==> config.mk <==
export PLATFORM = sky130hd
export DESIGN_NAME = skp_tx_sched_flat
export DESIGN_NICKNAME = d
export VERILOG_FILES = /design/src/rtl/skp_tx_sched_if.sv /design/src/rtl/skp_tx_sched.sv /design/src/flat_wrapper.sv
export SDC_FILE = /design/constraint.sdc
export NUM_CORES = 1
export LEC_CHECK = 0
export ABC_AREA = 1
export CAP_MARGIN = 15
export CORE_UTILIZATION = 40
export CTS_BUF_LIST = sky130_fd_sc_hd__clkbuf_16
export CTS_CLUSTER_DIAMETER = 30
export DETAILED_ROUTE_END_ITERATION = 10
export GPL_TIMING_DRIVEN = 0
export HOLD_SLACK_MARGIN = 0.15
export MAX_ROUTING_LAYER = met4
export PLACE_DENSITY = 0.72
export RECOVER_POWER = 100
export SLEW_MARGIN = 15
export SYNTH_ARGS = -nofsm -noshare
export SYNTH_HDL_FRONTEND = slang
export SYNTH_SLANG_ARGS = --single-unit
==> constraint.sdc <==
create_clock -name clk -period 4.95 [get_ports clk]
set_input_delay 1.485 -clock clk [delete_from_list [all_inputs] [get_ports clk]]
set_output_delay 1.485 -clock clk [all_outputs]
set_load 0.05 [all_outputs]
==> src/rtl/skp_tx_sched_if.sv <==
// Lane-side symbol bus around the SKP scheduler: upstream symbols in, PCS symbols out.
// Handshake: a symbol moves on a rising clk edge only when valid_in & ready_out; while valid_in is
// high and ready_out low the source holds data_in/kcntl_in/sop_in/eop_in stable; ready_out never
// depends on valid_in.
interface skp_tx_sched_if;
  logic       sched_enable;
  logic [7:0] data_in;
  logic       kcntl_in;
  logic       valid_in;
  logic       sop_in;
  logic       eop_in;
  logic       ready_out;
  logic [7:0] data_out;
  logic       kcntl_out;
  logic       valid_out;
  logic       skp_active;
  logic       skp_sent;
  logic       skp_overdue;

  modport master (
    output sched_enable, data_in, kcntl_in, valid_in, sop_in, eop_in,
    input  ready_out, data_out, kcntl_out, valid_out, skp_active, skp_sent, skp_overdue
  );

  modport slave (
    input  sched_enable, data_in, kcntl_in, valid_in, sop_in, eop_in,
    output ready_out, data_out, kcntl_out, valid_out, skp_active, skp_sent, skp_overdue
  );
endinterface

==> src/rtl/skp_tx_sched.sv <==
// Transmit SKP ordered-set scheduler for one lane: counts symbol times and inserts
// COM,SKP,SKP,SKP between packets, stalling upstream while a set is emitted.
module skp_tx_sched #(
  parameter int SKP_INTERVAL = 1180,
  parameter int SKP_LEN      = 4,
  parameter int CNT_W        = 11
) (
  input  logic           clk,
  input  logic           rst,
  skp_tx_sched_if.slave  bus,
  output logic [1:0]     dbg_state_o,
  output logic [1:0]     dbg_pending_o
);

  typedef enum logic [1:0] {
    ST_IDLE = 2'd0,
    ST_PKT  = 2'd1,
    ST_SKP  = 2'd2
  } state_t;

  localparam logic [7:0]       SYM_COM  = 8'hBC;
  localparam logic [7:0]       SYM_SKP  = 8'h1C;
  localparam logic [1:0]       LAST_IDX = 2'(SKP_LEN - 1);
  localparam logic [CNT_W-1:0] CNT_LAST = CNT_W'(SKP_INTERVAL - 1);

  state_t           state_q, state_d;
  logic [1:0]       idx_q, idx_d;
  logic [CNT_W-1:0] cnt_q, cnt_d;
  logic [1:0]       pending_q, pending_d;

  logic [7:0] data_out_q, data_out_d;
  logic       kcntl_out_q, kcntl_out_d;
  logic       valid_out_q, valid_out_d;
  logic       skp_active_q, skp_active_d;
  logic       skp_sent_q, skp_sent_d;
  logic       skp_overdue_q, skp_overdue_d;

  logic tick;
  logic skp_last;
  logic skp_dec;
  logic ready_c;
  logic xfer;

  // Ready is a function of registered state only, so it can gate the transfer without a loop.
  always_comb begin
    ready_c = 1'b0;
    if (state_q == ST_PKT) begin
      ready_c = 1'b1;
    end else if (state_q == ST_IDLE && pending_q == 2'd0) begin
      ready_c = 1'b1;
    end
  end

  assign bus.ready_out = ready_c & ~rst;
  assign xfer          = bus.valid_in & bus.ready_out;
  assign skp_last      = (state_q == ST_SKP) && (idx_q == LAST_IDX);
  assign skp_dec       = skp_last && (pending_q != 2'd0);

  always_comb begin
    cnt_d = cnt_q;
    tick  = 1'b0;
    if (!bus.sched_enable) begin
      cnt_d = '0;
    end else if (cnt_q == CNT_LAST) begin
      tick  = 1'b1;
      cnt_d = '0;
    end else begin
      cnt_d = cnt_q + CNT_W'(1);
    end
  end

  // A tick and a completed set in the same cycle cancel; a fourth outstanding tick is dropped.
  always_comb begin
    pending_d     = pending_q;
    skp_overdue_d = 1'b0;
    if (!bus.sched_enable) begin
      pending_d = 2'd0;
    end else if (tick && !skp_dec) begin
      if (pending_q == 2'd3) begin
        skp_overdue_d = 1'b1;
      end else begin
        pending_d = pending_q + 2'd1;
      end
    end else if (!tick && skp_dec) begin
      pending_d = pending_q - 2'd1;
    end
  end

  always_comb begin
    state_d = state_q;
    idx_d   = idx_q;
    unique case (state_q)
      ST_IDLE: begin
        idx_d = 2'd0;
        if (pending_q != 2'd0) begin
          state_d = ST_SKP;
        end else if (xfer && bus.sop_in && !bus.eop_in) begin
          state_d = ST_PKT;
        end
      end
      ST_PKT: begin
        idx_d = 2'd0;
        // Going straight to SKP lets the set follow the eop symbol without an idle gap.
        if (xfer && bus.eop_in) begin
          state_d = (pending_d != 2'd0) ? ST_SKP : ST_IDLE;
        end
      end
      ST_SKP: begin
        idx_d = idx_q + 2'd1;
        if (skp_last) begin
          idx_d   = 2'd0;
          state_d = (pending_d != 2'd0) ? ST_SKP : ST_IDLE;
        end
      end
      default: begin
        state_d = ST_IDLE;
        idx_d   = 2'd0;
      end
    endcase
  end

  always_comb begin
    data_out_d   = 8'h00;
    kcntl_out_d  = 1'b0;
    valid_out_d  = 1'b0;
    skp_active_d = 1'b0;
    skp_sent_d   = 1'b0;
    if (xfer) begin
      data_out_d  = bus.data_in;
      kcntl_out_d = bus.kcntl_in;
      valid_out_d = 1'b1;
    end else if (state_q == ST_SKP) begin
      data_out_d   = (idx_q == 2'd0) ? SYM_COM : SYM_SKP;
      kcntl_out_d  = 1'b1;
      valid_out_d  = 1'b1;
      skp_active_d = 1'b1;
      skp_sent_d   = skp_last;
    end
  end

  always_ff @(posedge clk) begin
    if (rst) begin
      state_q       <= ST_IDLE;
      idx_q         <= 2'd0;
      cnt_q         <= '0;
      pending_q     <= 2'd0;
      data_out_q    <= 8'h00;
      kcntl_out_q   <= 1'b0;
      valid_out_q   <= 1'b0;
      skp_active_q  <= 1'b0;
      skp_sent_q    <= 1'b0;
      skp_overdue_q <= 1'b0;
    end else begin
      state_q       <= state_d;
      idx_q         <= idx_d;
      cnt_q         <= cnt_d;
      pending_q     <= pending_d;
      data_out_q    <= data_out_d;
      kcntl_out_q   <= kcntl_out_d;
      valid_out_q   <= valid_out_d;
      skp_active_q  <= skp_active_d;
      skp_sent_q    <= skp_sent_d;
      skp_overdue_q <= skp_overdue_d;
    end
  end

  assign bus.data_out    = data_out_q;
  assign bus.kcntl_out   = kcntl_out_q;
  assign bus.valid_out   = valid_out_q;
  assign bus.skp_active  = skp_active_q;
  assign bus.skp_sent    = skp_sent_q;
  assign bus.skp_overdue = skp_overdue_q;
  assign dbg_state_o     = state_q;
  assign dbg_pending_o   = pending_q;

endmodule

==> src/flat_wrapper.sv <==
// flat-port wrapper written by rule: the top's interface ports become plain ports
module skp_tx_sched_flat 
#(
  parameter int SKP_INTERVAL = 1180,
  parameter int SKP_LEN      = 4,
  parameter int CNT_W        = 11
)
  (clk, rst, dbg_state_o, dbg_pending_o, bus_sched_enable, bus_data_in, bus_kcntl_in, bus_valid_in, bus_sop_in, bus_eop_in, bus_ready_out, bus_data_out, bus_kcntl_out, bus_valid_out, bus_skp_active, bus_skp_sent, bus_skp_overdue);
  skp_tx_sched_if bus_i ();
  input  logic clk;
  input  logic rst;
  output logic [1:0] dbg_state_o;
  output logic [1:0] dbg_pending_o;
  input wire logic [$bits(bus_i.sched_enable)-1:0] bus_sched_enable;
  input wire logic [$bits(bus_i.data_in)-1:0] bus_data_in;
  input wire logic [$bits(bus_i.kcntl_in)-1:0] bus_kcntl_in;
  input wire logic [$bits(bus_i.valid_in)-1:0] bus_valid_in;
  input wire logic [$bits(bus_i.sop_in)-1:0] bus_sop_in;
  input wire logic [$bits(bus_i.eop_in)-1:0] bus_eop_in;
  output wire logic [$bits(bus_i.ready_out)-1:0] bus_ready_out;
  output wire logic [$bits(bus_i.data_out)-1:0] bus_data_out;
  output wire logic [$bits(bus_i.kcntl_out)-1:0] bus_kcntl_out;
  output wire logic [$bits(bus_i.valid_out)-1:0] bus_valid_out;
  output wire logic [$bits(bus_i.skp_active)-1:0] bus_skp_active;
  output wire logic [$bits(bus_i.skp_sent)-1:0] bus_skp_sent;
  output wire logic [$bits(bus_i.skp_overdue)-1:0] bus_skp_overdue;
  assign bus_i.sched_enable = bus_sched_enable;
  assign bus_i.data_in = bus_data_in;
  assign bus_i.kcntl_in = bus_kcntl_in;
  assign bus_i.valid_in = bus_valid_in;
  assign bus_i.sop_in = bus_sop_in;
  assign bus_i.eop_in = bus_eop_in;
  assign bus_ready_out = bus_i.ready_out;
  assign bus_data_out = bus_i.data_out;
  assign bus_kcntl_out = bus_i.kcntl_out;
  assign bus_valid_out = bus_i.valid_out;
  assign bus_skp_active = bus_i.skp_active;
  assign bus_skp_sent = bus_i.skp_sent;
  assign bus_skp_overdue = bus_i.skp_overdue;
  skp_tx_sched #(.SKP_INTERVAL(SKP_INTERVAL), .SKP_LEN(SKP_LEN), .CNT_W(CNT_W)) u_core (.clk(clk), .rst(rst), .bus(bus_i), .dbg_state_o(dbg_state_o), .dbg_pending_o(dbg_pending_o));
endmodule
======== Yosys cells after proc, flatten, opt, wreduce, memory -nomap -nowiden ========
Index checks and enable logic that the tools add are counted.
word-level totals
  register bits after elaboration ......... 30
  logic and storage cells ................. 71
operators by class
  reduce and logical (&&, ||, !) cells .... 22
  add/subtract/negate cells ............... 4
  bitwise logic cells ..................... 6
  muxes and demuxes ....................... 21
  equality and inequality tests ........... 8
operator list
  kind                   count
  $mux 8                 3
  $mux 2                 9
  $reduce_or 3->1        4
  $add 11x1->11 const B  1
  $eq 11x11->1 const B   1
  $logic_and 1x1->1      8
  $mux 1                 8
  $eq 2x2->1 const B     3
  $logic_not 2->1        3
  $pmux 2 s3             1
  $add 2x1->2 const B    2
  $not 1->1              4
  $reduce_bool 2->1      2
  $logic_not 1->1        3
  $ne 3x3->1 const B     1
  $reduce_and 3->1       1
  $and 1x1->1            2
  $eq 2x1->1 const B     1
  $ne 2x1->1 const B     1
  $ne 2x2->1 const B     1
  $reduce_or 2->1        1
  $sub 2x1->2 const B    1

======== Depth between registers and ports, before layout ========
  depth after elaboration ................. 12
  depth in mapped cells ................... 15

======== Worst setup path after synthesis ========
OpenSTA, ideal clock, no wires.
  kind .................................... in2out
  start point ............................. input port rst
  end point ............................... output port bus_ready_out
  path slack .............................. 1519 ps
  data arrival time ....................... 1946 ps
  stages .................................. 1
  buffers on the path ..................... 0
  path through ............................ a21oi_2
between the ends
  word-level cells in the longest chain between the ends .. 2
RTL lines
  item                line                text
  start: declaration  flat_wrapper.sv:11  input logic rst;
  $not 1->1           skp_tx_sched.sv:54  assign bus.ready_out = ready_c & ~rst;
  $and 1x1->1         skp_tx_sched.sv:54
  end: declaration    flat_wrapper.sv:20  output wire logic [$bits(bus_i.ready_out)-1:0] bus_ready_out;
Every way passes these cells.

======== Worst setup path in the final report ========
Ends and elaborated chain as after synthesis.

==> flow_summary.ini <==
[run_status]
outcome = finished clean

[power]
power.density_mw_per_mm2 = 451
ir_drop_uv = 304
cellLeakagePower_nw = 0.855

[floorplanning]
die_h_microns = 60.8
chipWidth_microns = 60.8
core_area_sq_mm = 0.00315
rows = 20
boundaryPins = 33
start_util = 0.438
dieArea_sq_mm = 0.00369

[layout]
final_common_cell = nand2_1
n_antenna_cell = 0
fin_nets = 237
area_growth_pct = 35.1
fin_util = 0.592
drive_above_1_share = 0.0986
fin_cells = 257
fillCellCount = 296
mostFrequentLayoutCells = nand2_1, dfxtp_1, inv_1

[drt]
initialDrtViolationCount = 19
viasPerCell = 4.59
routed_wl_microns = 2660
wl_per_cell_microns = 10.3
drcViolationCount = 0
num_vias = 1179
dr.pass1.iters = 4
postRouteAntennaNets = 0

[synthesis]
synth-main-ff-cell = dfxtp_1
synth.distinct_cells = 28
synth_warnings = 0
netlist_area_sq_mm = 0.00138
synth_nets = 198
synth-edff-count = 0
syn_avg_cell_area_sq_um = 7.98
synth_async_sr_flop_share = 0
netlist_instances = 173
ys_ff_latch = 30
ys_seq_area_frac = 0.435

[global_route]
grt_pass1_wl_microns = 4350
antenna_found_initial = 0
grt_max_degree = 11
grt_pass1_vias = 1105
grt_use_total = 0.170
grt_overflow = 0

[critical_path]
cpPeakStageDelay_ns = 0.90
worstPathCellList = dlygate4sd3_1 > a21oi_1 > dlygate4sd3_1
end_kind = output pin
cp_max_fo = 6
cp_slowest_cell = dlygate4sd3_1
critical_path.most_common_cell = dlygate4sd3_1
worstPathArrival_ns = 3.20
crit_buf_inv = 2
cpLargestDelayFamily = buffers and inverters
worst_setup_path_start_kind = input pin
critPathRequiredTime_ns = 3.46
crit_type = in2out

[cts]
clkSinkCount = 30
cts_hold_buffers = 0
cts_tree = done
htreeDepth = 2
post_cts_buffers = 0
path_clk_slew_ns = 0.05
cts_resized = 0
worstSkewPairLatency_ns = 0.27
numCtsBuffers = 5
root_buffer = clkbuf_16
cts_max_path_buffers = 2

[sta]
hold_ws_ns = 0.451
setup_violations = 0
hold_viol_final = 0
post-route-period-util = 0.947
tns_ns = 0
max_freq_ghz = 0.213
slew_violations = 0
worstMarginPinSlew_ns = 0.518
layout_min_cycle_time_ns = 4.69
fin_skew_ns = 0.00272
fin_ws_ns = 0.264
slew-limit-headroom = 0.654
rsz0062_at_grt = false

[placed_design]
place_ws_ns = 0.443
dp.cells = 249
io_buffer_count = 32
hpwl_microns = 1990
routabilityCongestion = 0.866

[hold_path]
hp-class = reg2reg

[flow_run]
max-cap-violations = 0
flip-flops by register name, indices dropped and copies added, names as in the netlist, 2 cells and up:
| signal | flops |
|---|---|
| u_core.bus.data_out | 8 |
| u_core.cnt_q | 11 |
| u_core.dbg_pending_o | 2 |
| u_core.dbg_state_o | 2 |
| u_core.idx_q | 2 |
routing by layer:
layer	routed length, microns	track usage	up-vias
li1	-	-	615
met1	1220	0.193	522
met4	62	0.0974	0
met2	1180	0.259	37
met3	190	0.0618	5
met5	0	-	-
area by class of cell:
cell class	count	area (sq um)	share of cell area
well taps	44	55.1	0.0295
repair buffers	32	320	0.172
multi-input cells	111	632	0.338
clock inverters	3	12.5	0.00670
plain buffers	2	7.51	0.00402
inverters	30	114	0.0610
flip-flops and latches	30	601	0.322
clock buffers	5	125	0.0670
through the flow:
stage	instance area [sq um]	total power, W
after floorplan	1380	0.000507
after global placement	1760	0.000590
after detailed placement	1760	0.000594
after CTS	1890	0.000879
after global routing	1870	0.000886
final	1870	0.000843
worst reg2reg max path: stages, from the launching register on:
cell	delay [ns]
dfxtp_1	0.35
inv_1	0.10
ha_1	0.21
nand2_2	0.07
a21oi_1	0.16
and2_0	0.16
clkbuf_1	0.34
a21oi_1	0.14
a21oi_2	0.15
nand2_2	0.08
o21ai_0	0.15
a21oi_1	0.06
cells in the mapped netlist, types with 3 or more instances:
cell,instances,area [sq um]
inv_2,3,11.3
inv_1,26,97.6
nor2_1,17,63.8
nand3_1,8,40.0
nand2_2,4,25.0
a21oi_1,8,40.0
ha_1,10,125
nand4_1,3,18.8
nor3b_1,3,22.5
a21oi_2,4,35.0
nand2_1,35,131
dfxtp_1,30,601
cell families after synthesis:
| kind of cell | count (synthesis) | synth area share |
|---|---|---|
| buf+inv | 32 | 0.0969 |
| fa+ha+maj | 10 | 0.0906 |
| xor+xnor | 3 | 0.0190 |
| flops | 30 | 0.435 |
| simple gates | 80 | 0.274 |
| compound gates | 18 | 0.0851 |
power by group:
group / switching, W / internal [W]
clock: 0.0000971 / 0.000181
sequential: 0.0000137 / 0.000270
combinational: 0.000191 / 0.0000901
total: 0.000302 / 0.000541
path summary, 6_finish.rpt:
path	startpoint	end	slack [ns]	cells past startpoint
setup / recovery	rst	bus_ready_out	0.26	3
setup reg to reg	u_core.dbg_pending_o[0]	u_core.dbg_state_o[0]	2.86	11
hold reg to reg	u_core.idx_q[0]	u_core.idx_q[0]	0.45	1
hold / removal	u_core.idx_q[0]	u_core.idx_q[0]	0.45	1
Note: power is estimated with default switching activity, not from simulation.
